===== src/rtl/mult_div_seq.sv =====
// Iterative signed multiply/divide unit: radix-2 shift-add multiply, restoring divide.
// Define MULT_DIV_DIVZERO_EXC_EN to short-circuit divide-by-zero into a div_zero pulse.
module mult_div_seq #(
    parameter int WIDTH = 32
) (
    input  logic             clk,
    input  logic             reset,
    input  logic             start_mult,
    input  logic             start_div,
    input  logic [WIDTH-1:0] op_a,
    input  logic [WIDTH-1:0] op_b,
    output logic             busy,
    output logic             done,
    output logic             hilo_we,
    output logic [WIDTH-1:0] hi_out,
    output logic [WIDTH-1:0] lo_out,
    output logic             div_zero
);

    localparam int CW = (WIDTH > 1) ? $clog2(WIDTH) : 1;
    localparam logic [CW-1:0] LAST = CW'(WIDTH - 1);

    typedef enum logic [2:0] {IDLE, MULT_RUN, DIV_RUN, DIV_FIX, DONE} state_t;

    state_t           state;
    logic [CW-1:0]    cnt;
    logic [WIDTH-1:0] acc_hi, acc_lo, mag;
    logic             neg_q, neg_r;

    logic [WIDTH-1:0]   a_mag, b_mag;
    logic [WIDTH:0]     mul_sum, div_r, div_t;
    logic [2*WIDTH-1:0] prod, prod_s;
    logic               div_ok;

    assign a_mag = op_a[WIDTH-1] ? -op_a : op_a;
    assign b_mag = op_b[WIDTH-1] ? -op_b : op_b;

    // Multiply: acc_lo holds the remaining multiplier bits, product shifts in from the top.
    assign mul_sum = {1'b0, acc_hi} + (acc_lo[0] ? {1'b0, mag} : '0);
    assign prod    = {mul_sum, acc_lo[WIDTH-1:1]};
    assign prod_s  = neg_q ? -prod : prod;

    // Divide: acc_hi is the partial remainder, acc_lo shifts dividend out and quotient in.
    assign div_r  = {acc_hi, acc_lo[WIDTH-1]};
    assign div_t  = div_r - {1'b0, mag};
    assign div_ok = ~div_t[WIDTH];

    always_ff @(posedge clk or negedge reset) begin
        if (!reset) begin
            state   <= IDLE;
            cnt     <= '0;
            acc_hi  <= '0;
            acc_lo  <= '0;
            mag     <= '0;
            neg_q   <= 1'b0;
            neg_r   <= 1'b0;
            busy    <= 1'b0;
            done    <= 1'b0;
            hilo_we <= 1'b0;
            hi_out  <= '0;
            lo_out  <= '0;
`ifdef MULT_DIV_DIVZERO_EXC_EN
            div_zero <= 1'b0;
`endif
        end else begin
            done    <= 1'b0;
            hilo_we <= 1'b0;
`ifdef MULT_DIV_DIVZERO_EXC_EN
            div_zero <= 1'b0;
`endif
            case (state)
                IDLE: begin
                    cnt    <= '0;
                    acc_hi <= '0;
                    if (start_mult) begin
                        state  <= MULT_RUN;
                        busy   <= 1'b1;
                        acc_lo <= b_mag;
                        mag    <= a_mag;
                        neg_q  <= op_a[WIDTH-1] ^ op_b[WIDTH-1];
                    end else if (start_div) begin
`ifdef MULT_DIV_DIVZERO_EXC_EN
                        if (op_b == '0) begin
                            state    <= DONE;
                            busy     <= 1'b1;
                            done     <= 1'b1;
                            div_zero <= 1'b1;
                        end else
`endif
                        begin
                            state  <= DIV_RUN;
                            busy   <= 1'b1;
                            acc_lo <= a_mag;
                            mag    <= b_mag;
                            neg_q  <= op_a[WIDTH-1] ^ op_b[WIDTH-1];
                            neg_r  <= op_a[WIDTH-1];
                        end
                    end
                end
                MULT_RUN: begin
                    acc_hi <= mul_sum[WIDTH:1];
                    acc_lo <= {mul_sum[0], acc_lo[WIDTH-1:1]};
                    cnt    <= cnt + CW'(1);
                    if (cnt == LAST) begin
                        state   <= DONE;
                        done    <= 1'b1;
                        hilo_we <= 1'b1;
                        hi_out  <= prod_s[2*WIDTH-1:WIDTH];
                        lo_out  <= prod_s[WIDTH-1:0];
                    end
                end
                DIV_RUN: begin
                    acc_hi <= div_ok ? div_t[WIDTH-1:0] : div_r[WIDTH-1:0];
                    acc_lo <= {acc_lo[WIDTH-2:0], div_ok};
                    cnt    <= cnt + CW'(1);
                    if (cnt == LAST) state <= DIV_FIX;
                end
                DIV_FIX: begin
                    state   <= DONE;
                    done    <= 1'b1;
                    hilo_we <= 1'b1;
                    hi_out  <= neg_r ? -acc_hi : acc_hi;
                    lo_out  <= neg_q ? -acc_lo : acc_lo;
                end
                DONE: begin
                    state <= IDLE;
                    busy  <= 1'b0;
                end
                default: state <= IDLE;
            endcase
        end
    end

`ifndef MULT_DIV_DIVZERO_EXC_EN
    assign div_zero = 1'b0;
`endif

endmodule

===== config.mk =====
export PLATFORM = sky130hd
export DESIGN_NAME = mult_div_seq
export DESIGN_NICKNAME = d
export VERILOG_FILES = /design/src/rtl/mult_div_seq.sv
export SDC_FILE = /design/constraint.sdc
export NUM_CORES = 1
export LEC_CHECK = 0
export ABC_AREA = 0
export CAP_MARGIN = 20
export CORE_MARGIN = 2
export CORE_UTILIZATION = 40
export CTS_CLUSTER_DIAMETER = 40
export DETAILED_ROUTE_END_ITERATION = 7
export GPL_ROUTABILITY_DRIVEN = 0
export PLACE_DENSITY = 0.66
export SLEW_MARGIN = 20
export SYNTH_ARGS = -nofsm -noshare
export SYNTH_HDL_FRONTEND = slang
export SYNTH_SLANG_ARGS = --single-unit

===== constraint.sdc =====
create_clock -name clk -period 5.1 [get_ports clk]
set_input_delay 0.765 -clock clk [delete_from_list [all_inputs] [get_ports clk]]
set_output_delay 0.765 -clock clk [all_outputs]
set_load 0.1 [all_outputs]

==> impl_summary.md <==
Drt
The post-detailed-routing wire length is 58000 um. The DRC violations left is 0. The length of the first detailed-routing pass in iterations is 6. The number of DRC markers in iteration 0 is 1928. The detailed router placed 17200 vias in this run. In the final routed layout, each cell accounts on average for 20.9 um. Using the TritonRoute via totals, the vias-per-cell ratio works out to 6.17.

Once detail routing completed, the nets flagged for antenna violations numbered 0.

STA
Across the routed clock network, the largest skew measured is 0.0152 ns. The maximum achievable frequency is 213 MHz. Setup violations remaining at the end of the flow were counted as 0.

The worst slew margin relative to its limit is 23.8%. The worst-margin pin slew is 1.14 ns. The total negative setup slack is 0 ns. The max-slew violation count is 0.

Across all setup checks in the final design, the least slack found is 0.412 ns. The final-report hold violation count is 0. The final critical path takes up 91.9% of the cycle.

The final worst hold slack is 0.257 ns. Setup repair after global routing left no endpoint under its margin. The worst path needs 4.69 ns of the cycle, external delays included.

Critical path
The type of destination of the critical path is a register. For the worst setup path, the data required time is 5.44 ns. The critical path is of the register to register type.

Of all nets on the critical path, the largest fanout is 33. The endpoint arrival time on the critical path is 5.03 ns. The worst register-to-register path has a depth of 14. The capturing point of the worst reg2reg path is hi_out[28]. The reg-to-reg setup timing slack is 0.41 ns. STA classifies the critical path startpoint as a register. The worst register-to-register path begins at acc_lo[0].

Worst hold path
The class of the tightest hold or removal check is input pin to asynchronous set/reset pin.

Clock network
At the later pin of the worst-skew pair, clock insertion delay measures 0.46 ns. The number of buffers inserted by hold repair at cts is 0. TritonCTS built the clock tree. The number of resized instances in the post-cts repair step is 0. The TritonCTS buffer count is 17. The tree is rooted in a sky130_fd_sc_hd__clkbuf_16.

The number of buffers inserted to repair setup after CTS is 0. The clock transition at the register clock pins on the worst setup and hold paths after CTS is 0.08 ns. The number of clock sinks seen by CTS is 172. The deepest level of the CTS H-tree is 4. The longest clock path from root to sink contains 2 buffers.

Synth
The Yosys step of the flow raised 0 warnings. After technology mapping, the gate count stands at 2185. The commonest cells after synthesis are sky130_fd_sc_hd__nand2_1, sky130_fd_sc_hd__nor2_1, sky130_fd_sc_hd__o21ai_0, sky130_fd_sc_hd__dfrtp_1, sky130_fd_sc_hd__a21oi_1. Among all flip-flop cells after synthesis, the most frequent one is sky130_fd_sc_hd__dfrtp_1. The area share of xor/xnor cells in the synthesized design is 10.6%. The synthesized netlist devotes 30.7% of its cell area to compound gates. The post-synthesis simple-gate area fraction is 20.6%.

The area fraction of the dominant cell type after synthesis is 25.5%. The main combinational cell family by area after synthesis is compound AO/OA/AOI/OAI gates. Of all cell types, the one taking the most synthesized area is sky130_fd_sc_hd__dfrtp_1. For this run, asynchronously set or reset flops after synthesis account for 100%.

The net count of the mapped netlist is 2326. The average instance in the mapped netlist occupies 7.72 sq um. The synthesized cell area is 16900 sq um. The adder-cell share of the synthesized area is 5.51%. The number of different library cells used by synthesis comes to 101.

The most numerous cell in the Yosys netlist is sky130_fd_sc_hd__nand2_1. Counting flops with a built-in enable in the synthesized netlist gives 0. The sequential area share after synthesis is 25.5%. Multiplexer cells account for 1.64% of the synthesized area. Counting flops and latches in the post-synthesis netlist gives 172.

After synthesis, the cell types taking the most area are sky130_fd_sc_hd__dfrtp_1, sky130_fd_sc_hd__xor2_1, sky130_fd_sc_hd__o21ai_0.

Placement
The pre-CTS setup slack is 0.456 ns. The total cell area at the placement stage is 18600 sq um. Port buffering added 134 buffers. The wire-length estimate of the detail-placed layout is 45100 um.

Finish
Of the cells placed in the final design, the portion with a size suffix greater than 1 is 7.04%. The finished layout cell area is 19200 sq um. The number of nets in the layout is 2372. After filler insertion, the fill cell instance count of the layout stands at 4066.

The number of antenna diodes in the final layout is 0. The layout overhead on the synthesized area is 13.9%.

GRT
The global-route wire length before repair is 90000 um. Global routing used 26.0% of the available tracks across all layers. Global routing finished with a remaining overflow of 0. The number of antenna violations at the first check in global routing is 0. The number of global-route vias before repair is 15800. The maximum number of pins on one net before global-route repair is 115.

Floorplan
The y dimension of the die is 209 um. The core region area is 41800 sq um. The effective utilization at floorplan is 40.4%. The die area is 43800 sq um. The floorplan row count is 75. The die is 209 um wide. 136 I/O pins were placed.

Run
The tool flagged a number of max-cap violations equal to 0.

Outcome
The run finished with clean final reports.
[cell type report]
type / count / area (sq um) / share of cell area (%)
multi-input cells: 1795 / 11700 / 60.7
inverters: 62 / 233 / 1.21
clock buffers: 18 / 429 / 2.23
repair buffers: 183 / 1730 / 8.98
clock inverters: 14 / 174 / 0.905
flip-flops and latches: 172 / 4310 / 22.4
well taps: 539 / 674 / 3.51
[placed cells by master, fill, tap and decap left out, types with 13 or more instances in the layout]
cell                                n
sky130_fd_sc_hd__nor2b_1           13
sky130_fd_sc_hd__clkdlybuf4s50_1  131
sky130_fd_sc_hd__o21ai_0          188
sky130_fd_sc_hd__a31oi_1           27
sky130_fd_sc_hd__a22oi_1           30
sky130_fd_sc_hd__a21oi_1          147
sky130_fd_sc_hd__xor2_1           116
sky130_fd_sc_hd__nand4_1           15
sky130_fd_sc_hd__nand3_1           30
sky130_fd_sc_hd__ha_1              71
sky130_fd_sc_hd__nand2b_1          20
sky130_fd_sc_hd__clkbuf_16         17
sky130_fd_sc_hd__inv_1             61
sky130_fd_sc_hd__dfrtp_1          171
sky130_fd_sc_hd__or4_1             21
sky130_fd_sc_hd__a22o_1            15
sky130_fd_sc_hd__o41ai_1           16
sky130_fd_sc_hd__nor3_1            30
sky130_fd_sc_hd__a221oi_1          25
sky130_fd_sc_hd__o21a_1            20
sky130_fd_sc_hd__and2_1            13
sky130_fd_sc_hd__xnor2_1           88
sky130_fd_sc_hd__or3_1             38
sky130_fd_sc_hd__buf_4             47
sky130_fd_sc_hd__or2_2             26
sky130_fd_sc_hd__mux2i_1           22
sky130_fd_sc_hd__nor2_1           212
sky130_fd_sc_hd__o31ai_1           49
sky130_fd_sc_hd__a21o_1            38
sky130_fd_sc_hd__a211oi_1          47
sky130_fd_sc_hd__o211ai_1          55
sky130_fd_sc_hd__nand2_1          222
[flip-flops by register name (all words and copies together), names as in the netlist]
register  cells
acc_hi       32
acc_lo       32
hi_out       32
lo_out       32
mag          32
cnt           5
state         3
busy          1
hilo_we       1
neg_q         1
neg_r         1
[logic make-up after synthesis]
kind of cell,count (synthesis)
buffers and inverters,218
multiplexers,26
adder cells (fa/ha/maj),73
AO/OA/AOI/OAI,775
XOR/XNOR,204
flip-flops,172
other,1
AND/OR/NAND/NOR,716
[layer usage]
layer / share of wire [%] / up-vias / track usage, %
met5: 0 / - / 0
met4: 2.8 / 0 / 8.79
met3: 9.3 / 89 / 4.17
met2: 43 / 757 / 38.8
met1: 45 / 8197 / 38.0
li1: - / 8131 / -
[per-stage QoR]
step | util (%) | std cells
after floorplan | - | 2185
after detailed placement | 44.6 | 2751
after global routing | 46.0 | 2783
final | 46.0 | 2783
after CTS | 46.0 | 2783
after global placement | 44.6 | 2751
[critical path: stages (launching register included)]
cell	delay (ns)
sky130_fd_sc_hd__dfrtp_1	0.44
sky130_fd_sc_hd__inv_1	0.12
sky130_fd_sc_hd__buf_12	0.19
sky130_fd_sc_hd__nor2_1	0.08
sky130_fd_sc_hd__ha_1	0.38
sky130_fd_sc_hd__a21oi_1	0.34
sky130_fd_sc_hd__o21ai_2	0.20
sky130_fd_sc_hd__o211a_1	0.30
sky130_fd_sc_hd__o31a_1	0.30
sky130_fd_sc_hd__or3_2	0.45
sky130_fd_sc_hd__and2_2	0.24
sky130_fd_sc_hd__or4_1	0.49
sky130_fd_sc_hd__or4b_1	0.53
sky130_fd_sc_hd__nor4b_1	0.16
sky130_fd_sc_hd__or3_1	0.36
[worst max-delay path by stage]
stage	start	endpoint	slack, ns
floorplan	acc_lo[0]	hi_out[28]	0.62
global placement	acc_lo[0]	hi_out[28]	0.59
detailed placement	acc_lo[0]	hi_out[28]	0.46
CTS	acc_lo[0]	hi_out[28]	0.45
global route	acc_lo[0]	hi_out[28]	0.19
finish	acc_lo[0]	hi_out[28]	0.41
Power is not shown: default switching activity piles up to over one toggle a cycle in this logic, so the estimate is an artifact.
